<file path="src/rtl/demux8_buffered.sv">
// demux8_buffered: buffered 1-to-8 demultiplexer with a 2-entry in-order FIFO.
// Ports:
//   IN_CLK, IN_RST_N       clock, synchronous active-low reset
//   IN_VALID / OUT_READY   upstream handshake; OUT_READY is registered
//   IN_ADDR, IN_DATA       destination channel (0..7) and payload of the item
//   OUT_VALID              one-hot, bit k = channel k+1 holds the head item
//   IN_READY               bit k = channel k+1 accepts its item
//   OUT_DATA1..OUT_DATA8   per-channel payload, zero when the channel is idle
//   OUT_COUNT              FIFO occupancy 0..2
module demux8_buffered #(
  parameter int unsigned SIZE = 1
) (
  input  logic            IN_CLK,
  input  logic            IN_RST_N,
  input  logic            IN_VALID,
  output logic            OUT_READY,
  input  logic [2:0]      IN_ADDR,
  input  logic [SIZE-1:0] IN_DATA,
  output logic [7:0]      OUT_VALID,
  input  logic [7:0]      IN_READY,
  output logic [SIZE-1:0] OUT_DATA1,
  output logic [SIZE-1:0] OUT_DATA2,
  output logic [SIZE-1:0] OUT_DATA3,
  output logic [SIZE-1:0] OUT_DATA4,
  output logic [SIZE-1:0] OUT_DATA5,
  output logic [SIZE-1:0] OUT_DATA6,
  output logic [SIZE-1:0] OUT_DATA7,
  output logic [SIZE-1:0] OUT_DATA8,
  output logic [1:0]      OUT_COUNT
);

  localparam int unsigned DEPTH = 2;
  localparam int unsigned NCH   = 8;

  typedef struct packed {
    logic [2:0]      addr;
    logic [SIZE-1:0] data;
  } entry_t;

  entry_t          mem_q [DEPTH];
  entry_t          mem_n [DEPTH];
  entry_t          head_n;
  logic            wr_ptr_q, wr_ptr_n;
  logic            rd_ptr_q, rd_ptr_n;
  logic [1:0]      count_q, count_n;
  logic            ready_n;
  logic [7:0]      valid_n;
  logic [SIZE-1:0] data_q [NCH];
  logic [SIZE-1:0] data_n [NCH];
  logic            push_c, pop_c;

  // Next-state: handshakes, pointers, occupancy, and the head that will be
  // presented after this edge (outputs are registered from next-state values).
  always_comb begin
    push_c   = IN_VALID & OUT_READY;
    pop_c    = |(OUT_VALID & IN_READY);
    mem_n    = mem_q;
    if (push_c) begin
      mem_n[wr_ptr_q] = '{addr: IN_ADDR, data: IN_DATA};
    end
    wr_ptr_n = wr_ptr_q ^ push_c;
    rd_ptr_n = rd_ptr_q ^ pop_c;
    count_n  = 2'(count_q + 2'(push_c) - 2'(pop_c));
    ready_n  = (count_n < 2'd2);
    head_n   = mem_n[rd_ptr_n];
    valid_n  = '0;
    for (int unsigned k = 0; k < NCH; k++) begin
      data_n[k] = '0;
    end
    if (count_n != 2'd0) begin
      for (int unsigned k = 0; k < NCH; k++) begin
        if (head_n.addr == 3'(k)) begin
          valid_n[k] = 1'b1;
          data_n[k]  = head_n.data;
        end
      end
    end
  end

  // Control and output registers.
  always_ff @(posedge IN_CLK) begin
    if (!IN_RST_N) begin
      wr_ptr_q  <= 1'b0;
      rd_ptr_q  <= 1'b0;
      count_q   <= 2'd0;
      OUT_READY <= 1'b0;
      OUT_VALID <= '0;
      for (int unsigned k = 0; k < NCH; k++) begin
        data_q[k] <= '0;
      end
    end else begin
      wr_ptr_q  <= wr_ptr_n;
      rd_ptr_q  <= rd_ptr_n;
      count_q   <= count_n;
      OUT_READY <= ready_n;
      OUT_VALID <= valid_n;
      for (int unsigned k = 0; k < NCH; k++) begin
        data_q[k] <= data_n[k];
      end
    end
  end

  // Storage needs no reset; entries are only read while counted as valid.
  always_ff @(posedge IN_CLK) begin
    for (int unsigned i = 0; i < DEPTH; i++) begin
      mem_q[i] <= mem_n[i];
    end
  end

  assign OUT_DATA1 = data_q[0];
  assign OUT_DATA2 = data_q[1];
  assign OUT_DATA3 = data_q[2];
  assign OUT_DATA4 = data_q[3];
  assign OUT_DATA5 = data_q[4];
  assign OUT_DATA6 = data_q[5];
  assign OUT_DATA7 = data_q[6];
  assign OUT_DATA8 = data_q[7];
  assign OUT_COUNT = count_q;

endmodule

</file>
<file path="config.mk">
export PLATFORM = sky130hd
export DESIGN_NAME = demux8_buffered
export DESIGN_NICKNAME = d
export VERILOG_FILES = /design/src/rtl/demux8_buffered.sv
export SDC_FILE = /design/constraint.sdc
export NUM_CORES = 1
export LEC_CHECK = 0
export ABC_AREA = 1
export BUFFER_PORTS_ARGS = -buffer_cell sky130_fd_sc_hd__buf_2
export CAP_MARGIN = 20
export CORE_MARGIN = 2
export CORE_UTILIZATION = 53
export CTS_CLUSTER_DIAMETER = 60
export CTS_CLUSTER_SIZE = 8
export DETAILED_ROUTE_END_ITERATION = 10
export MAX_ROUTING_LAYER = met4
export PLACE_DENSITY_LB_ADDON = 0.2
export SYNTH_ARGS = -nofsm -noshare
export SYNTH_HDL_FRONTEND = slang
export SYNTH_SLANG_ARGS = --single-unit
</file>
<file path="constraint.sdc">
create_clock -name IN_CLK -period 4.9 [get_ports IN_CLK]
set_input_delay 0 -clock IN_CLK [delete_from_list [all_inputs] [get_ports IN_CLK]]
set_output_delay 0 -clock IN_CLK [all_outputs]
set_load 0.005 [all_outputs]
</file>
==> results by group, run 1 <==
Global route
  • Global-route wire length before repair: between 3 and 4 mm
  • GRT Total Usage: 0.192
  • Vias in the first global route: 906
  • Initial antenna violation count: 0
  • GRT overflow: 0
  • Largest net degree at the start of global routing: 10

Clock tree
  • Root buf cell: clkbuf_4
  • CTS buffer count: 5
  • Post-cts gate resize count: 0
  • CTS tree: yes
  • Clock buffer depth: 2
  • Clk Latency, worst-skew pair: between 0.3 and 0.4 ns
  • H-tree Lvls: 2
  • CTS clock-pin slew for the worst setup and hold paths: 0.08 ns
  • Clock Sinks: 29

Detailed routing
  • Via count: about 1000
  • Drt first pass iters: 4
  • Wirelength per Cell: just under 10 um
  • Post-Route WL: approximately 2.1 mm
  • Iteration-0 DRC Markers: 18
  • DRC violations left: 0
  • Vias per cell: between 4 and 5
  • Final ANT Viol Nets: 0

Logic synthesis
  • Syn Inst Count: ~150
  • Post-synthesis sequential area ratio: 0.502
  • Ys Warns: 0
  • Number of synthesized register bits: 29
  • Synth Area per Inst: about 8 um^2
  • Cell variety after synth: 17
  • Syn Nets: 164
  • Mapped Area: around 0.0012 mm^2

Hold path
  • Min-delay src: IN_DATA
  • Hold Crit Class: in -> reg

Timing
  • RSZ-0062 raised after global routing: false
  • Fin crit share: 0.422
  • Clk_skew: about 0.0067 ns
  • Slew Viols, Final: 0
  • Setup TNS: 0 ns
  • Fin worst setup slack: between 2 and 3 ns
  • Slew @ Worst Pin: approximately 0.36 ns
  • Final Hold Viols: 0
  • F_max: 483 MHz
  • Min cycle time layout: just over 2 ns
  • Final setup violation count: 0
  • Max-Slew Margin vs Limit: 0.757

Placed design
  • Dpl ws: around 2.8 ns
  • GP Congestion: between 0.8 and 0.9
  • DP Wirelength: 1.70 mm
  • Port-buffer cells: 33
  • Area after DPL: between 0.001 and 0.0015 mm^2

Die
  • Core outline area: 0.00200 mm^2
  • Die area: ~0.0026 mm^2
  • Die X: 50.7 um
  • Initial core utilization: 0.578
  • Die height: 50.7 um
  • FP Rows: 16
  • I/O Pins: 34

Finish
  • N_diodes: 0
  • Post-Route Utilization: 0.729
  • Final Cell Area: between 0.001 and 0.0015 mm^2
  • Fraction of layout cells with a size suffix above 1: 0.323
  • Area taken by multi-input logic gates: between 400 and 500 um^2
  • Reg area: between 500 and 600 um^2
  • Synth-to-Final Area Change: 26.3%
  • Layout net count: approximately 210
  • Number of fill cells: 158

Setup path
  • Crit Path Class: reg -> reg
  • Startpoint types: register
  • R2r startpoint: OUT_VALID[1]
  • Worst Setup SP: OUT_VALID[1]
  • Worst-path maximum fanout: 4
  • Worst Setup End Kind: register
  • Worst EP required: approximately 5.1 ns
  • R2R setup slack: 2.83 ns
  • Worst Path Arrival: about 2.3 ns

Outcome
  • Run status: finished clean

Flow run
  • Max-cap check violation count: 0

Power and ir drop
  • Leak: between 0.0008 and 0.0009 uW
  • VDD IR max: around 0.46 mV
  • PwrDens: roughly 730 mW/mm^2
Yosys cell counts:
library cell,instances,area share
a21oi_1,1,0.0043
dfxtp_1,29,0.50
ha_1,2,0.022
inv_1,19,0.062
inv_2,5,0.016
nand2_1,40,0.13
nand2_2,5,0.027
nand3_1,11,0.048
nand3_2,2,0.017
nand3b_1,1,0.0065
nor2_1,16,0.052
nor2_2,2,0.011
nor2_4,3,0.029
o21ai_0,3,0.013
o21ai_2,6,0.045
xnor2_1,1,0.0076
xor2_1,1,0.0076
path summary, 6_finish.rpt:
check,end,cells past startpoint
worst max-delay path,data_q[1][3],13
worst min-delay path,mem_q[4],5
worst max register to register,data_q[1][3],13
worst min register to register,mem_q[6],2
worst max-delay path: stages, from the launching register on:
cell and delay [ns]:
dfxtp_1 0.31, nand2_1 0.06, nand2_1 0.07, nor2_2 0.17, nand2_1 0.13, ha_1 0.29, inv_1 0.04, ha_1 0.17
xor2_1 0.25, nand2_1 0.08, nand2_1 0.17, nor2_4 0.07, nand2_1 0.10, nor2_1 0.05
sequential cells by signal (all words and copies together) (netlist names):
name,cells
OUT_VALID,8
rd_ptr_q,1
OUT_READY,1
wr_ptr_q,1
data_q,8
mem_q,8
OUT_COUNT,2
placed cells by master, fill, tap and decap left out:
cell type      count
a21oi_1            1
buf_2             33
clkbuf_1           1
clkbuf_4           5
clkbuf_8           1
dfxtp_1           29
dlygate4sd3_1      5
ha_1               2
inv_1             19
inv_2              5
nand2_1           40
nand2_2            5
nand3_1           11
nand3_2            2
nand3b_1           1
nor2_1            16
nor2_2             2
nor2_4             3
o21ai_0            3
o21ai_2            6
xnor2_1            1
xor2_1             1
where the power goes:
group	switching, uW	internal [uW]
Combinational	362	203
Sequential	32.8	327
Clock	71.6	67.6
Total	467	598
per-stage QoR:
stage	total power [uW]	std cells	hold WS (ns)
finish	1060	219	0.0377
global route	1170	219	0.0554
global placement	910	207	0.240
detailed placement	929	207	0.242
CTS	1070	219	0.0199
floorplan	784	147	0.0935
final cells by class:
type                       count  share of cell area
inverter                      24              0.0617
clock buffer                   7              0.0377
tap                           27              0.0231
multi-input combinational     94               0.332
sequential                    29               0.398
timing repair buffer          38               0.147
logic make-up after synthesis:
logic type | Yosys count | synth area share
buffers and inverters | 24 | 0.0779
flip-flops | 29 | 0.502
AND/OR/NAND/NOR | 80 | 0.320
XOR/XNOR | 2 | 0.0152
AO/OA/AOI/OAI | 10 | 0.0628
adder cells (fa/ha/maj) | 2 | 0.0216
what timing repair did:
item,CTS,global route
hold buffers,5,0
setup endpoints to repair,0,0
endpoints found under the hold margin,8,0
buffers inserted,0,0
per-layer routing:
layer,vias to the layer above,part of all wire,GRT usage
met5,-,0,-
met4,0,0.013,0.0856
met3,6,0.056,0.0655
met2,28,0.47,0.311
met1,456,0.46,0.216
li1,539,-,-
Power figures use the tool's default switching activity.
==> inputs of run 2 (changes only) <==
--- a/config.mk
+++ b/config.mk
@@ -9,7 +9,7 @@
 export BUFFER_PORTS_ARGS = -buffer_cell sky130_fd_sc_hd__buf_2
 export CAP_MARGIN = 20
 export CORE_MARGIN = 2
-export CORE_UTILIZATION = 53
+export CORE_UTILIZATION = 44
 export CTS_CLUSTER_DIAMETER = 60
 export CTS_CLUSTER_SIZE = 8
 export DETAILED_ROUTE_END_ITERATION = 10
==> constraint.sdc (replaced) <==
create_clock -name IN_CLK -period 1.7 [get_ports IN_CLK]
set_input_delay 0 -clock IN_CLK [delete_from_list [all_inputs] [get_ports IN_CLK]]
set_output_delay 0 -clock IN_CLK [all_outputs]
set_load 0.005 [all_outputs]
==> run 2 against run 1 <==
The run now ends with setup timing left. Final cell count increased by 5.0%. Sequential share of layout area decreased by 3.2 points. Clock-buffer cell count unchanged. Register-to-register slack got worse by 3.0 ns. Clock skew increased by 0.0022 ns. Fmax increased by 10%. Utilization decreased by 8.1 points. Largest cell class unchanged.
==> results by group, run 2 (synthesis results as in run 1) <==
Outcome
  • Run status: complete, but fails checks (was finished clean)
  • Failing checks: setup timing

Timing
  • Slew Viols, Final: 0 (unchanged)
  • Min cycle time layout: 1.88 ns (was 2.07 ns)
  • Fin worst setup slack: -0.179 ns (was 2.83 ns)
  • Setup TNS: -2.27 ns (was 0 ns)
  • Clk_skew: 0.00890 ns (was 0.00670 ns)
  • Worst hold margin: 0.0358 ns (was 0.0377 ns)
  • Final setup violation count: 16 (was 0)
  • F_max: 532 MHz (was 483 MHz)
  • Max-Slew Margin vs Limit: 0.694 (was 0.757)
  • Slew @ Worst Pin: 0.458 ns (was 0.365 ns)
  • RSZ-0062 raised after global routing: true (was false)
  • Final Hold Viols: 0 (unchanged)
  • Fin crit share: 1.11 (was 0.422)

Setup path
  • Worst Setup End Kind: register (unchanged)
  • Worst Path Arrival: 2.15 ns (was 2.27 ns)
  • Crit-path cells: nand2_1, nand2_1, nor2_2, nand2_2, ha_4, inv_2, ha_4, xor2_2, nand2_1, nand2_2, nor2_4, nand2_2, nor2_2 (was nand2_1, nand2_1, nor2_2, nand2_1, ha_1, inv_1, ha_1, xor2_1, nand2_1, nand2_1, nor2_4, nand2_1, nor2_1)
  • Worst Setup SP: OUT_VALID[1] (unchanged)
  • Worst EP required: 1.97 ns (was 5.10 ns)
  • Worst-path maximum fanout: 4 (unchanged)
  • Startpoint types: register (unchanged)
  • Worst path slowest cell: dfxtp_2 (was dfxtp_1)
  • CP peak stage delay: 0.33 ns (was 0.31 ns)
  • Critical path's top delay family: simple AND/OR/NAND/NOR gates (unchanged)
  • R2r startpoint: OUT_VALID[1] (unchanged)
  • Crit Path Class: reg -> reg (unchanged)
  • CP Buf/Inv Count: 1 (unchanged)

Clock tree
  • CTS tree: yes (unchanged)
  • Clk Latency, worst-skew pair: 0.32 ns (was 0.31 ns)
  • Clock Sinks: 29 (unchanged)
  • H-tree Lvls: 2 (unchanged)
  • Clock buffer depth: 2 (unchanged)
  • CTS buffer count: 5 (unchanged)
  • CTS clock-pin slew for the worst setup and hold paths: 0.09 ns (was 0.08 ns)
  • Root buf cell: clkbuf_4 (unchanged)

Hold path
  • Hold Crit Class: in -> reg (unchanged)
  • Min-delay src: IN_DATA (unchanged)

Global route
  • Met1 usage: 0.210 (was 0.216)
  • Gr busiest metal: met2 (unchanged)
  • Met2 Usage GRT: 0.301 (was 0.311)
  • GRT overflow: 0 (unchanged)
  • GRT Total Usage: 0.186 (was 0.192)
  • Largest net degree at the start of global routing: 10 (unchanged)
  • Initial antenna violation count: 0 (unchanged)
  • Met3 Usage GRT: 0.0492 (was 0.0655)
  • Global-route wire length before repair: 4.24 mm (was 3.64 mm)
  • Vias in the first global route: 1028 (was 906)

Die
  • I/O Pins: 34 (unchanged)
  • FP Rows: 18 (was 16)
  • Die height: 55.3 um (was 50.7 um)
  • Initial core utilization: 0.467 (was 0.578)
  • Die area: 0.00305 mm^2 (was 0.00257 mm^2)
  • Die X: 55.3 um (was 50.7 um)
  • Core outline area: 0.00248 mm^2 (was 0.00200 mm^2)

Finish
  • Synth-to-Final Area Change: 38.9% (was 26.3%)
  • Fraction of layout cells with a size suffix above 1: 0.485 (was 0.323)
  • Non-filler cells, final: 230 (was 219)
  • Layout net count: 216 (was 209)
  • Commonest non-fill, non-tap cell in the layout: buf_2 (was nand2_1)
  • Regs by FF count: OUT_VALID x8, data_q x8, mem_q x8 (unchanged)
  • Final Cell Area: 0.00161 mm^2 (was 0.00146 mm^2)
  • Most frequent cells in the layout: 33 x buf_2, 31 x nand2_1, 24 x dfxtp_1 (was 40 x nand2_1, 33 x buf_2, 29 x dfxtp_1)
  • N_diodes: 0 (unchanged)

Placed design
  • GP Congestion: 0.790 (was 0.854)
  • Port-buffer cells: 33 (unchanged)
  • Placed Cells: 214 (was 207)
  • Area after DPL: 0.00143 mm^2 (was 0.00136 mm^2)
  • DP Wirelength: 1.89 mm (was 1.70 mm)
  • Dpl ws: -0.165 ns (was 2.82 ns)

Detailed routing
  • Final ANT Viol Nets: 0 (unchanged)
  • DRC violations left: 0 (unchanged)
  • Post-Route WL: 2.46 mm (was 2.14 mm)
  • Drt first pass iters: 4 (unchanged)
  • Vias per cell: 4.59 (was 4.70)
  • Iteration-0 DRC Markers: 38 (was 18)
  • Wirelength per Cell: 10.7 um (was 9.77 um)
  • Via count: 1056 (was 1029)

Power and ir drop
  • PwrDens: 2260 mW/mm^2 (was 729 mW/mm^2)
  • Leak: 0.000874 uW (was 0.000834 uW)
  • VDD IR max: 1.34 mV (was 0.459 mV)

Flow run
  • Max-cap check violation count: 0 (unchanged)
run 2: per-layer routing:
| metal | vias up | share of wire | wire [um] |
|---|---|---|---|
| met4 | 0 | 0.017 | 43 |
| met2 | 25 | 0.49 | 1220 |
| met1 | 472 | 0.44 | 1080 |
| met3 | 7 | 0.049 | 121 |
| met5 | - | 0 | 0 |
| li1 | 552 | - | - |
run 2: cell type report:
| type | instances | area [um^2] |
|---|---|---|
| Sequential cell | 29 | 587 |
| Clock inverter | 1 | 5.00 |
| Tap cell | 30 | 37.5 |
| Clock buffer | 7 | 65.1 |
| Multi-Input combinational cell | 94 | 553 |
| Timing Repair Buffer | 45 | 268 |
| Inverter | 24 | 90.1 |
| Fill cell | 230 | 872 |
run 2: worst register-to-register path: cells and delay by family (launching register included):
family                     cells  cell delay, ns
xor gates and xnor gates       1            0.17
adders and majority gates      2            0.42
buffers and inverters          1            0.03
DFF                            1            0.33
and+or+nand+nor                9            0.88
run 2: what timing repair did:
action,CTS,global route
cloned,0,0
hold endpoints to repair,8,0
endpoints found under the setup margin,16,18
buffers inserted,3,0
pin swaps,13,5
gates resized for setup,8,11
hold buffers,5,0
run 2: path summary, 6_finish.rpt:
kind                   to  slack (ns)  cells after the start
max          data_q[1][2]       -0.18                     13
min              mem_q[0]        0.04                      3
max reg2reg  data_q[1][2]       -0.18                     13
min reg2reg      mem_q[6]        0.47                      2
run 2: report_power, final:
part / switching [uW] / internal, uW / leakage, uW
combinational: 1270 / 837 / 0.000592
sequential: 105 / 949 / 0.000240
clock: 230 / 239 / 0.0000413
run 2: through the flow:
stage | total power, uW | util
6_report | 3630 | 0.648
5_1_grt | 3960 | 0.648
4_1_cts | 3570 | 0.640
3_5_place_dp | 2950 | 0.576
3_3_place_gp | 2910 | 0.576
2_1_floorplan | 2380 | -
==> inputs of run 3 (changes only) <==
--- a/config.mk
+++ b/config.mk
@@ -9,7 +9,7 @@
 export BUFFER_PORTS_ARGS = -buffer_cell sky130_fd_sc_hd__buf_2
 export CAP_MARGIN = 20
 export CORE_MARGIN = 2
-export CORE_UTILIZATION = 44
+export CORE_UTILIZATION = 49
 export CTS_CLUSTER_DIAMETER = 60
 export CTS_CLUSTER_SIZE = 8
 export DETAILED_ROUTE_END_ITERATION = 10
==> constraint.sdc (replaced) <==
create_clock -name IN_CLK -period 2 [get_ports IN_CLK]
set_input_delay 0 -clock IN_CLK [delete_from_list [all_inputs] [get_ports IN_CLK]]
set_output_delay 0 -clock IN_CLK [all_outputs]
set_load 0.005 [all_outputs]
==> run 3 against run 2 <==
The run now ends clean. Register-to-register slack better by 0.20 ns. Critical path depth stayed put. Final area is 2.8% lower. Sequential share of layout area is 0.89 points higher. Hold slack worse by 0.022 ns. Clock power is 25% lower. Via count is 2.4% higher. Combinational power is 16% lower. Fmax is 4.9% lower. Non-clock buffer count is 2 lower. Clock skew hardly changed. Critical endpoint unchanged. Largest power group unchanged.
==> results by group, run 3 (synthesis results as in run 1) <==
Global route
  • GRT overflow: 0 (unchanged)
  • Initial antenna violation count: 0 (unchanged)
  • Largest net degree at the start of global routing: 10 (unchanged)
  • Global-route wire length before repair: 3.84 mm (was 4.24 mm)
  • Vias in the first global route: 936 (was 1028)
  • GRT Total Usage: 0.206 (was 0.186)

Clock tree
  • Clk Latency, worst-skew pair: 0.33 ns (was 0.32 ns)
  • CTS tree: yes (unchanged)
  • CTS clock-pin slew for the worst setup and hold paths: 0.09 ns (about the same)
  • Clock buffer depth: 2 (unchanged)
  • Clock Sinks: 29 (unchanged)
  • H-tree Lvls: 2 (unchanged)
  • CTS buffer count: 5 (unchanged)
  • Root buf cell: clkbuf_4 (unchanged)

Outcome
  • Run status: finished clean (was complete, but fails checks)

Placed design
  • Dpl ws: -0.0000950 ns (was -0.165 ns)
  • Area after DPL: 0.00136 mm^2 (was 0.00143 mm^2)
  • Port-buffer cells: 33 (unchanged)
  • GP Congestion: 0.816 (was 0.790)
  • DP Wirelength: 1.83 mm (was 1.89 mm)

Setup path
  • Worst EP required: 2.27 ns (was 1.97 ns)
  • Startpoint types: register (unchanged)
  • R2R cell count: 13 (unchanged)
  • Worst Path Arrival: 2.24 ns (was 2.15 ns)
  • Worst-path maximum fanout: 4 (unchanged)
  • Worst Setup End Kind: register (unchanged)
  • Crit Path Class: reg -> reg (unchanged)

Detailed routing
  • Iteration-0 DRC Markers: 10 (was 38)
  • Via count: 1081 (was 1056)
  • Wirelength per Cell: 11.7 um (was 10.7 um)
  • Vias per cell: 4.80 (was 4.59)
  • Post-Route WL: 2.62 mm (was 2.46 mm)
  • DRC violations left: 0 (unchanged)
  • Drt first pass iters: 4 (unchanged)
  • Final ANT Viol Nets: 0 (unchanged)

Timing
  • Fin worst setup slack: 0.0245 ns (was -0.179 ns)
  • Clk_skew: 0.00859 ns (was 0.00890 ns)
  • Final setup violation count: 0 (was 16)
  • Slew Viols, Final: 0 (unchanged)
  • F_max: 506 MHz (was 532 MHz)
  • Fin crit share: 0.988 (was 1.11)
  • Final Hold Viols: 0 (unchanged)
  • Slew @ Worst Pin: 0.441 ns (was 0.458 ns)
  • Max-Slew Margin vs Limit: 0.706 (was 0.694)
  • Worst hold margin: 0.0138 ns (was 0.0358 ns)
  • Min cycle time layout: 1.98 ns (was 1.88 ns)

Die
  • I/O Pins: 34 (unchanged)
  • Initial core utilization: 0.523 (was 0.467)
  • Die X: 52.6 um (was 55.3 um)
  • Core outline area: 0.00221 mm^2 (was 0.00248 mm^2)
  • FP Rows: 17 (was 18)
  • Die height: 52.6 um (was 55.3 um)
  • Die area: 0.00276 mm^2 (was 0.00305 mm^2)

Finish
  • Regs by FF count: OUT_VALID x8, data_q x8, mem_q x8 (unchanged)
  • Fraction of layout cells with a size suffix above 1: 0.426 (was 0.485)
  • Most frequent cells in the layout: 33 x buf_2, 32 x nand2_1, 26 x dfxtp_1 (was 33 x buf_2, 31 x nand2_1, 24 x dfxtp_1)
  • N_diodes: 0 (unchanged)
  • Layout net count: 214 (was 216)
  • Final Cell Area: 0.00156 mm^2 (was 0.00161 mm^2)
  • Synth-to-Final Area Change: 35.0% (was 38.9%)
  • Post-Route Utilization: 0.705 (was 0.648)
  • Commonest non-fill, non-tap cell in the layout: buf_2 (unchanged)

Flow run
  • Max-cap check violation count: 0 (unchanged)

Power and ir drop
  • Leak: 0.000859 uW (was 0.000874 uW)
  • Final Power: 3010 uW (was 3630 uW)
  • VDD IR max: 1.23 mV (was 1.34 mV)
  • PwrDens: 1930 mW/mm^2 (was 2260 mW/mm^2)

Hold path
  • Worst hold stages: 5 (was 3)
  • Hold Crit Class: in -> reg (unchanged)
==> run 3: metal layers <==
metal  routed length [um]  GRT usage
met5                    0          -
met4                  106      0.137
met3                  131     0.0600
met2                 1350      0.331
met1                 1040      0.218
==> run 3: metrics by stage <==
stage          setup TNS (ns)  instances
4_1_cts                     0        222
2_1_floorplan               0        147
3_5_place_dp       -0.0000950        209
3_3_place_gp                0        209
5_1_grt                -0.726        225
6_report                    0        225
==> run 3: worst paths after layout <==
path                              startpoint            to  slack (ns)
worst max-delay path            OUT_VALID[0]  data_q[1][2]        0.02
worst min-delay path                 IN_DATA      mem_q[4]        0.01
worst max register to register  OUT_VALID[0]  data_q[1][2]        0.02
worst min register to register      mem_q[1]      mem_q[1]        0.48
==> run 3: cell type report <==
type                       count  area, um^2
fill                         194         652
sequential                    29         584
multi-input combinational     94         543
timing repair buffer          43         253
inverter                      24        90.1
clock buffer                   7        55.1
tap                           28        35.0
==> run 3: worst max-delay path: stages, from the launching register on <==
cell and delay, ns:
dfxtp_2 0.32, nand2_1 0.05, nand2_1 0.06, nor2_2 0.17, nand2_2 0.11, ha_4 0.27, inv_2 0.04, ha_4 0.14
xor2_1 0.17, nand2_1 0.12, nand2_2 0.10, nor2_4 0.14, nand2_2 0.09, nor2_2 0.12
==> run 3: power by group <==
| group | total (uW) | switching [uW] | leakage [uW] | internal, uW |
|---|---|---|---|---|
| registers | 895 | 89.3 | 0.000239 | 805 |
| clock network | 353 | 188 | 0.0000314 | 165 |
| logic | 1760 | 1070 | 0.000588 | 692 |
==> run 3: timing repair <==
action                     CTS  global route
setup endpoints to repair    5            16
pin swaps                    1            14
resized for setup            0            19
hold endpoints to repair     8             0
hold buffers                 5             0
buffers inserted             1             3
